$ cat config.mk
export PLATFORM = sky130hd
export DESIGN_NAME = pong_game_ctrl
export DESIGN_NICKNAME = d
export VERILOG_FILES = /design/src/rtl/pong_game_ctrl.sv
export SDC_FILE = /design/constraint.sdc
export NUM_CORES = 1
export LEC_CHECK = 0
export ABC_AREA = 0
export CELL_PAD_IN_SITES_DETAIL_PLACEMENT = 0
export CELL_PAD_IN_SITES_GLOBAL_PLACEMENT = 2
export CORE_AREA = 2 2 99 63
export CTS_CLUSTER_DIAMETER = 40
export DETAILED_ROUTE_END_ITERATION = 8
export DIE_AREA = 0 0 101 65
export PLACE_DENSITY_LB_ADDON = 0.1
export SYNTH_ARGS = -nofsm -noshare
export SYNTH_HDL_FRONTEND = slang
export SYNTH_SLANG_ARGS = --single-unit
$ cat constraint.sdc
create_clock -name clk -period 2.2 [get_ports clk]
set_input_delay 0.44 -clock clk [delete_from_list [all_inputs] [get_ports clk]]
set_output_delay 0.44 -clock clk [all_outputs]
set_load 0.03 [all_outputs]
$ cat src/rtl/pong_game_ctrl.sv
// Frame-synchronous pong sequencer: serve/play/over flow, BCD score, lives and ball speed.
// Optional attract-mode demo bounce in IDLE is enabled by defining PONG_ATTRACT_EN.
module pong_game_ctrl #(
  parameter int LIVES              = 3,
  parameter int SERVE_DELAY_FRAMES = 60,
  parameter int SPEED_UP_HITS      = 8,
  parameter int MAX_STEP           = 4
) (
  input  logic       clk,
  input  logic       resetn,
  input  logic       frame_tick,
  input  logic       serve_btn,
  input  logic       paddle_hit,
  input  logic       miss,
  output logic       ball_load,
  output logic       ball_run,
  output logic [2:0] ball_step,
  output logic [7:0] score_bcd,
  output logic [1:0] lives,
  output logic       game_over,
  output logic [2:0] state
);

  typedef enum logic [2:0] {
    ST_IDLE  = 3'd0,
    ST_SERVE = 3'd1,
    ST_PLAY  = 3'd2,
    ST_OVER  = 3'd3
  } state_t;

  localparam logic [7:0] SERVE_LIMIT = (SERVE_DELAY_FRAMES == 0) ? 8'd1 : 8'(SERVE_DELAY_FRAMES);
  localparam logic [3:0] HIT_LIMIT   = 4'(SPEED_UP_HITS);
  localparam logic [2:0] STEP_MAX    = 3'(MAX_STEP);
  localparam logic [1:0] LIVES_INIT  = 2'(LIVES);

  state_t     state_q;
  logic       ball_load_q, ball_run_q, game_over_q;
  logic [2:0] ball_step_q;
  logic [7:0] score_q;
  logic [1:0] lives_q;
  logic [7:0] frame_cnt_q;
  logic [3:0] hit_cnt_q;
  logic       btn_meta_q, btn_sync_q, btn_prev_q;
`ifdef PONG_ATTRACT_EN
  logic       boot_q;
`endif

  logic       start_d;
  logic [7:0] frame_cnt_d;
  logic [3:0] hit_cnt_d;
  logic [7:0] score_d;

  function automatic logic [7:0] bcd_inc(input logic [7:0] v);
    if (v == 8'h99)
      return v;
    else if (v[3:0] == 4'd9)
      return {v[7:4] + 4'd1, 4'd0};
    else
      return {v[7:4], v[3:0] + 4'd1};
  endfunction

  always_comb begin
    start_d     = btn_sync_q & ~btn_prev_q;
    frame_cnt_d = frame_cnt_q + 8'd1;
    hit_cnt_d   = hit_cnt_q + 4'd1;
    score_d     = bcd_inc(score_q);
  end

  always_ff @(posedge clk or negedge resetn) begin
    if (!resetn) begin
      state_q     <= ST_IDLE;
      ball_load_q <= 1'b0;
      ball_run_q  <= 1'b0;
      ball_step_q <= 3'd1;
      score_q     <= 8'h00;
      lives_q     <= LIVES_INIT;
      game_over_q <= 1'b0;
      frame_cnt_q <= 8'd0;
      hit_cnt_q   <= 4'd0;
      btn_meta_q  <= 1'b0;
      btn_sync_q  <= 1'b0;
      btn_prev_q  <= 1'b0;
`ifdef PONG_ATTRACT_EN
      boot_q      <= 1'b1;
`endif
    end else begin
      btn_meta_q  <= serve_btn;
      btn_sync_q  <= btn_meta_q;
      btn_prev_q  <= btn_sync_q;
      ball_load_q <= 1'b0;

      case (state_q)
        ST_IDLE, ST_OVER: begin
          if (state_q == ST_IDLE) begin
`ifdef PONG_ATTRACT_EN
            ball_run_q  <= 1'b1;
            ball_step_q <= 3'd1;
            if (boot_q) begin
              ball_load_q <= 1'b1;
              boot_q      <= 1'b0;
            end
`else
            ball_run_q <= 1'b0;
`endif
          end else begin
            ball_run_q  <= 1'b0;
            game_over_q <= 1'b1;
          end
          if (start_d) begin
            state_q     <= ST_SERVE;
            score_q     <= 8'h00;
            lives_q     <= LIVES_INIT;
            ball_step_q <= 3'd1;
            hit_cnt_q   <= 4'd0;
            frame_cnt_q <= 8'd0;
            ball_load_q <= 1'b1;
            ball_run_q  <= 1'b0;
            game_over_q <= 1'b0;
          end
        end

        ST_SERVE: begin
          ball_run_q <= 1'b0;
          if (frame_tick) begin
            if (frame_cnt_d == SERVE_LIMIT) begin
              state_q     <= ST_PLAY;
              frame_cnt_q <= 8'd0;
              ball_run_q  <= 1'b1;
            end else begin
              frame_cnt_q <= frame_cnt_d;
            end
          end
        end

        ST_PLAY: begin
          ball_run_q <= 1'b1;
          // A miss in the same cycle as a hit takes priority and drops the hit.
          if (miss) begin
            ball_run_q <= 1'b0;
            if (lives_q > 2'd1) begin
              lives_q     <= lives_q - 2'd1;
              state_q     <= ST_SERVE;
              ball_load_q <= 1'b1;
              frame_cnt_q <= 8'd0;
            end else begin
              lives_q     <= 2'd0;
              state_q     <= ST_OVER;
              game_over_q <= 1'b1;
            end
          end else if (paddle_hit) begin
            score_q <= score_d;
            if (hit_cnt_d == HIT_LIMIT) begin
              hit_cnt_q <= 4'd0;
              if (ball_step_q < STEP_MAX)
                ball_step_q <= ball_step_q + 3'd1;
            end else begin
              hit_cnt_q <= hit_cnt_d;
            end
          end
        end

        default: state_q <= ST_IDLE;
      endcase
    end
  end

  assign ball_load = ball_load_q;
  assign ball_run  = ball_run_q;
  assign ball_step = ball_step_q;
  assign score_bcd = score_q;
  assign lives     = lives_q;
  assign game_over = game_over_q;
  assign state     = state_q;

endmodule

# Word-level counts from Yosys, hierarchy flattened
# Cells that the tools add are included.
dict set report totals {
  reg_bits 34
  latchBits 0
  mem_bits_rw 0
  romBits 0
  inputBits 6
  memories 0
}
dict set report classes {
  add_sub_neg 6
  n_mul 0
  div 0
  order_cmp 2
  eq_ne 20
  shift 0
  muxes 44
  bitwise 2
  reduce_logical 12
}
# op count
set op_table {}
lappend op_table {{2-to-1 mux 8 bit} 9}
lappend op_table {{2-to-1 mux 3 bit} 8}
lappend op_table {{!= test 2 bit (second input constant)} 12}
lappend op_table {{one-hot mux 8 bit (3 select lines)} 1}
lappend op_table {{2-to-1 mux 4 bit} 4}
lappend op_table {{one-hot mux 8 bit (2 select lines)} 1}
lappend op_table {{adder 4 x 1 -> 4 bit (second input constant)} 3}
lappend op_table {{AND reduction 4 bit} 3}
lappend op_table {{AND reduction 6 bit} 2}
lappend op_table {{2-to-1 mux 1 bit} 10}
lappend op_table {{AND reduction 5 bit} 2}
lappend op_table {{one-hot mux 3 bit (3 select lines)} 1}
lappend op_table {{adder 8 x 1 -> 8 bit (second input constant)} 1}
lappend op_table {{equality test 4 bit (second input constant)} 2}
lappend op_table {{equality test 8 x 6 -> 1 bit (second input constant)} 1}
lappend op_table {{equality test 8 bit (second input constant)} 1}
lappend op_table {{2-to-1 mux 2 bit} 4}
lappend op_table {{one-hot mux 4 bit (2 select lines)} 1}
lappend op_table {{equality test 3 x 2 -> 1 bit (second input constant)} 2}
lappend op_table {{one-hot mux 3 bit (2 select lines)} 1}
lappend op_table {{one-hot mux 1 bit (2 select lines)} 2}
lappend op_table {{one-hot mux 2 bit (2 select lines)} 1}
lappend op_table {{adder 3 x 1 -> 3 bit (second input constant)} 1}
lappend op_table {{equality test 3 x 1 -> 1 bit (second input constant)} 1}
lappend op_table {{other kinds (12)} 12}

# Depth between registers and ports, before layout
# Gate-level depths: netlist of run 1.
dict set report depth {
  word_depth 6
  mapped_depth 8
}

# Worst setup path before layout of run 1
# No wires, ideal clock.
dict set report synth_timing {
  kind {register -> register}
  from {reg state_q[0], in the netlist state[0]}
  to {reg frame_cnt_q[6]}
  arrival_ns 1.991
  required_time_ns 2.124
  slack_ns 0.132
  path_stages_with_launch 7
  path_buffers 0
  path_cell_list {dfrtp_1 inv_1 ha_1 inv_2 a221o_1 or4_1 o21ai_1}
}
dict set report synth_between {
  elab_chain_cells 4
}
# item line_no
set synth_rtl {}
lappend synth_rtl {{start: declaration} 36} ;# state_t state_q;
lappend synth_rtl {{start signal: assignment} 71} ;# state_q <= ST_IDLE;
lappend synth_rtl {{start signal: assignment} 110} ;# state_q <= ST_SERVE;
lappend synth_rtl {{start signal: assignment} 126} ;# state_q <= ST_PLAY;
lappend synth_rtl {{equality test 3 x 2 -> 1 bit or zero test 3 bit (tied branches)} 92} ;# case (state_q)
lappend synth_rtl {{OR reduction 2 bit} 92}
lappend synth_rtl {{!= test 2 bit (no source line) or nonzero test 3 bit (tied branches)} -}
lappend synth_rtl {{AND reduction 5 bit (no source line)} -}
lappend synth_rtl {{end signal: assignment} 130} ;# frame_cnt_q <= frame_cnt_d;
lappend synth_rtl {{end: declaration} 41} ;# logic [7:0] frame_cnt_q;
# Parallel ways exist; a longest one is shown, timed or not.
# A chain may end at the register's enable or synchronous reset.

# Worst setup path in the final report of run 1
dict set report layout_timing {
  from {reg lives_q[1], in the netlist lives[1]}
  to {out lives[1]}
}
# item line_no
set layout_rtl {}
lappend layout_rtl {{start: declaration} 40} ;# logic [1:0] lives_q;
lappend layout_rtl {{start signal: assignment} 141} ;# lives_q <= lives_q - 2'd1;
lappend layout_rtl {{end: declaration} 19} ;# output logic [1:0] lives,
# No word-level cell between the ends.

==> impl_metrics.yaml, run 1 <==
run_status:
  run_status: "finished clean"
setup_path:
  endpoint_kind: "primary output"
  crit_buf_inv: 1
  cp.arrival_ns: 1.56
  path_cells: "clkdlybuf4s50_1"
  cp.depth: 1
  crit_path_start_kind: "flop"
  critPathSlowestCell: "clkdlybuf4s50_1"
  cp_top_family: "buffers and inverters"
  worstPathRequired_ns: 1.76
  cpPeakStageDelay_ns: 0.68
  cp_max_fo: 7
  critical_path_class: "flop to primary output"
  r2r_cells: 7
clocking:
  cts_buffers: 5
  cts.sinks: 33
  root_buffer: "clkbuf_8"
  postCtsHoldBufs: 0
  clkTransAtPathRegs_ns: 0.08
  worstSkewPairLatency_ns: 0.29
  clockBufferDepth: 2
  htree_levels: 2
  ctsResizeCount: 0
  cts_tree: "yes"
  cts_setup_buffers: 0
route:
  drt-total-wl_um: 4660
  viasPerCell: 5.28
  ant_nets: 0
  dr.pass1.iters: 4
  detail_route.wl_per_cell_um: 15.3
  vias: 1609
  drcViolationCount: 0
  drtIter0Drc: 78
timing:
  rsz0062_at_grt: "false"
  clock_skew_ns: 0.00553
  setup_viol: 0
  finalSetupTns_ns: 0
  fin_crit_sh_pct: 91.1
  finalHoldViolCount: 0
  slew_violations: 0
  clock.fmax_ghz: 0.499
  final.min_clock_period_ns: 2.00
synthesis:
  yosys-top-cells-area: "dfrtp_1, ha_1, nand2_1"
  synth_top_area_share_pct: 40.4
  ys_types: 47
  ys_seq_elements: 33
  synth_flop_cell: "dfrtp_1"
  synth_edf_count: 0
  async_flop_share_pct: 100
  synth-seq-area-share_pct: 44.6
  synth_area_mm2: 0.00186
  synth_cells: 196
  synth.net_count: 214
  synth_warnings: 0
  synth_area_leader_cell: "dfrtp_1"
  syn_area_per_cell_um2: 9.49
floorplan:
  core_area_mm2: 0.00578
  start_util_pct: 32.2
  die_area_mm2: 0.00657
  rows: 22
  dieWidth_um: 101
  ios: 25
  die_h_um: 65
global_route:
  grt_max_degree: 34
  antenna_found_initial: 0
  grt_usage_pct: 15.7
  grt_overflow: 0
  first_global_vias: 1550
  grt_pass1_wl_um: 7980
power:
  p_total_uw: 2760
  power_density_mw_per_mm2: 1180
  peakVddDrop_uv: 471
  p_leak_uw: 0.00102
final_layout:
  nets: 250
  area_delta_synth_final_pct: 26.2
  nFillCells: 578
  final_common_cell: "dfrtp_1"
  drive_above_1_share_pct: 13.7
  antenna_cells: 0
  final_cell_mix: "dfrtp_1, nand2_1, clkdlybuf4s50_1"
  fin_area_mm2: 0.00235
  regArea_um2: 830
  multiInputGateArea_um2: 975
min_path:
  hold_depth: 0
  min-delay-path-class: "flop to flop"
placed_design:
  place_area_mm2: 0.00224
  place_congestion: 0.781
  place_hpwl_um: 3310
  port_buffers: 23
flow_run:
  maxCapViolations: 0
path summary, 6_finish.rpt:
path / slack (ns) / startpoint / end
setup / recovery: 0.20 / lives[1]$_DFFE_PN1P_ / lives[1]
hold / removal: 0.36 / btn_meta_q$_DFF_PN0_ / btn_sync_q$_DFF_PN0_
setup reg to reg: 0.25 / state[0]$_DFFE_PN0P_ / score_bcd[5]$_DFFE_PN0P_
hold reg to reg: 0.36 / btn_meta_q$_DFF_PN0_ / btn_sync_q$_DFF_PN0_
max in group asynchronous: 1.30 / resetn / lives[1]$_DFFE_PN1P_
min in group asynchronous: 0.56 / resetn / btn_meta_q$_DFF_PN0_
Yosys cell counts, drive strengths merged (5+ instances only):
master / number
o21ai: 19
inv: 8
nand2: 26
dfrtp: 30
nand3: 12
ha: 12
nand4: 6
nand2b: 6
nor2: 14
a21oi: 5
layout make-up:
cell class	instances	share of cell area, %
clock buffers	7	4.11
clock inverters	1	0.213
inverters	8	1.28
multi-input cells	149	41.5
flip-flops and latches	33	35.4
well taps	72	3.84
repair buffers	35	13.7
through the flow:
step	utilization [%]	hold slack (ns)	setup slack (ns)	std cells
2_1_floorplan	-	0.144	0.132	196
3_3_place_gp	38.8	0.338	0.102	297
3_5_place_dp	38.8	0.348	0.0323	297
4_1_cts	40.5	0.365	0.109	305
5_1_grt	40.6	0.379	0.0749	305
6_report	40.6	0.359	0.195	305
power breakdown:
group          internal, uW  switching (uW)
Clock                   283             241
Sequential              711             101
Combinational           554             871
Total                  1550            1210
state kept, by name (all words and copies together) (netlist names):
| signal | cells |
|---|---|
| ball_load | 1 |
| ball_run | 1 |
| ball_step | 3 |
| btn_meta_q | 1 |
| btn_prev_q | 1 |
| btn_sync_q | 1 |
| frame_cnt_q | 8 |
| game_over | 1 |
| hit_cnt_q | 4 |
| lives | 2 |
| score_bcd | 8 |
| state | 2 |
layer usage:
layer / share of wire, % / wire length [um] / GRT usage, % / vias to the layer above
met4: 0.75 / 35 / 3.55 / 0
met3: 3.6 / 168 / 3.78 / 5
met1: 57 / 2680 / 24.3 / 789
li1: - / - / - / 779
met5: 0 / 0 / 0 / -
met2: 38 / 1780 / 21.8 / 36
cell families (layout without fill, tap and decap cells):
family / after synthesis / count (layout) / share of synthesized area [%]
buf+inv: 14 / 51 / 3.10
flops: 33 / 33 / 44.6
compound gates: 51 / 51 / 19.6
other cells: 1 / 1 / 0.202
simple gates: 81 / 81 / 22.5
xor+xnor: 4 / 4 / 1.88
fa+ha+maj: 12 / 12 / 8.08
(Power assumes the default switching activity.)
==> run 2: changes to the inputs <==
SLEW_MARGIN = 25   (was default)
==> results of run 2 <==
The final DEF is identical to that of run 1; final timing and power are the same.
==> run 3: changes to the inputs <==
--- a/config.mk
+++ b/config.mk
@@ -10,6 +10,6 @@
 export CELL_PAD_IN_SITES_GLOBAL_PLACEMENT = 2
-export CORE_AREA = 2 2 99 63
+export CORE_AREA = 2 2 96 61
 export CTS_CLUSTER_DIAMETER = 40
 export DETAILED_ROUTE_END_ITERATION = 8
-export DIE_AREA = 0 0 101 65
+export DIE_AREA = 0 0 98 63
 export PLACE_DENSITY_LB_ADDON = 0.1
==> constraint.sdc (replaced) <==
create_clock -name clk -period 2.4 [get_ports clk]
set_input_delay 0.48 -clock clk [delete_from_list [all_inputs] [get_ports clk]]
set_output_delay 0.48 -clock clk [all_outputs]
set_load 0.1 [all_outputs]
==> run 3 against run 2 <==
  * First-iteration DRC count is 40% higher
  * Worst setup slack improved by 0.048 ns
  * Final area down 4.0%
  * Utilization up 1.6 points
  * Hold slack better by 0.0073 ns
  * Critical path type is now flop to flop
  * Largest power group unchanged
==> impl_metrics.yaml, run 3 (synthesis gave the netlist of run 1 again) <==
run_status:
  run_status: "finished clean"
clocking:
  cts_tree: "yes"
  cts.sinks: 33
  postCtsHoldBufs: 0
  clockBufferDepth: 2
  ctsResizeCount: 0
  worstSkewPairLatency_ns: 0.28
  htree_levels: 2
  clkTransAtPathRegs_ns: 0.07
  root_buffer: "clkbuf_8"
  cts_buffers: 5
  cts_setup_buffers: 0
route:
  drt-total-wl_um: 4490
  ant_nets: 0
  dr.pass1.iters: 4
  drtIter0Drc: 109
  viasPerCell: 5.27
  detail_route.wl_per_cell_um: 15.2
  vias: 1561
  drcViolationCount: 0
timing:
  finalHoldViolCount: 0
  final.min_clock_period_ns: 2.16
  rsz0062_at_grt: "false"
  fin_crit_sh_pct: 89.8
  clock_skew_ns: 0.00347
  finalSetupTns_ns: 0
  slew_violations: 0
  fin_ws_ns: 0.244
  clock.fmax_ghz: 0.464
  holdWs_ns: 0.366
  setup_viol: 0
setup_path:
  worstPathRequired_ns: 2.62
  cp_max_fo: 8
  crit_path_start_kind: "flop"
  critical_path_class: "flop to flop"
  endpoint_kind: "flop"
  cp.arrival_ns: 2.38
power:
  peakVddDrop_uv: 488
  power_density_mw_per_mm2: 1220
  p_leak_uw: 0.00102
floorplan:
  start_util_pct: 34.9
  die_area_mm2: 0.00617
  rows: 21
  core_area_mm2: 0.00533
  dieWidth_um: 98
  die_h_um: 63
  ios: 25
placed_design:
  port_buffers: 23
  place_congestion: 0.818
  preCtsSetupSlack_ns: 0.113
  place_hpwl_um: 3300
global_route:
  grt_overflow: 0
  antenna_found_initial: 0
  grt_max_degree: 34
  first_global_vias: 1515
  grt_usage_pct: 15.8
  grt_pass1_wl_um: 7620
flow_run:
  maxCapViolations: 0
min_path:
  min-delay-path-class: "flop to flop"
final_layout:
  antenna_cells: 0
  nFillCells: 537
  drive_above_1_share_pct: 19.8
  area_delta_synth_final_pct: 21.1
  final_common_cell: "dfrtp_1"
  final_cell_mix: "dfrtp_1, nand2_1, buf_4"
  nets: 244
-- run 3: worst paths after layout --
kind | start | to | slack, ns | cells past startpoint
setup reg to reg | state[0]$_DFFE_PN0P_ | score_bcd[5]$_DFFE_PN0P_ | 0.24 | 7
hold reg to reg | btn_meta_q$_DFF_PN0_ | btn_sync_q$_DFF_PN0_ | 0.37 | 0
setup / recovery | state[0]$_DFFE_PN0P_ | score_bcd[5]$_DFFE_PN0P_ | 0.24 | 7
min in group asynchronous | resetn | btn_meta_q$_DFF_PN0_ | 0.60 | 2
hold / removal | btn_meta_q$_DFF_PN0_ | btn_sync_q$_DFF_PN0_ | 0.37 | 0
max in group asynchronous | resetn | ball_step[0]$_DFFE_PN1P_ | 1.46 | 2
-- run 3: metal layers --
metal | vias up | share of wire, % | global-route usage, %
li1 | 768 | - | -
met1 | 743 | 55 | 24.2
met2 | 46 | 38 | 21.1
met3 | 4 | 6.1 | 4.70
met4 | 0 | 0.65 | 4.51
met5 | - | 0 | 0
-- run 3: cell type report --
cell class	instances	area (um2)	share of cell area [%]
Multi-Input combinational cell	149	972	43.2
Sequential cell	33	832	36.9
Timing Repair Buffer	29	230	10.2
Clock buffer	7	96.3	4.28
Tap cell	69	86.3	3.83
Inverter	8	30.0	1.33
Clock inverter	1	5.00	0.222
-- run 3: through the flow --
step,util [%],total power [uW],cell area (um2),cells
after global placement,40.3,2260,2150,288
final,42.2,2760,2250,296
after global routing,42.2,2970,2250,296
after floorplan,-,1890,1860,196
after detailed placement,40.3,2300,2150,288
after CTS,42.2,2780,2250,296
-- run 3: critical path, stage by stage (launching register included) --
cell,delay [ns]
dfrtp_2,0.41
inv_1,0.07
ha_1,0.44
inv_2,0.12
a22oi_4,0.28
nand2_2,0.18
o41ai_1,0.41
a22o_1,0.19
-- run 3: power breakdown --
part | total [uW] | leakage [uW] | internal (uW) | switching (uW)
registers | 752 | 0.000428 | 656 | 96.8
clock network | 466 | 0.0000542 | 259 | 207
logic | 1540 | 0.000536 | 428 | 1110
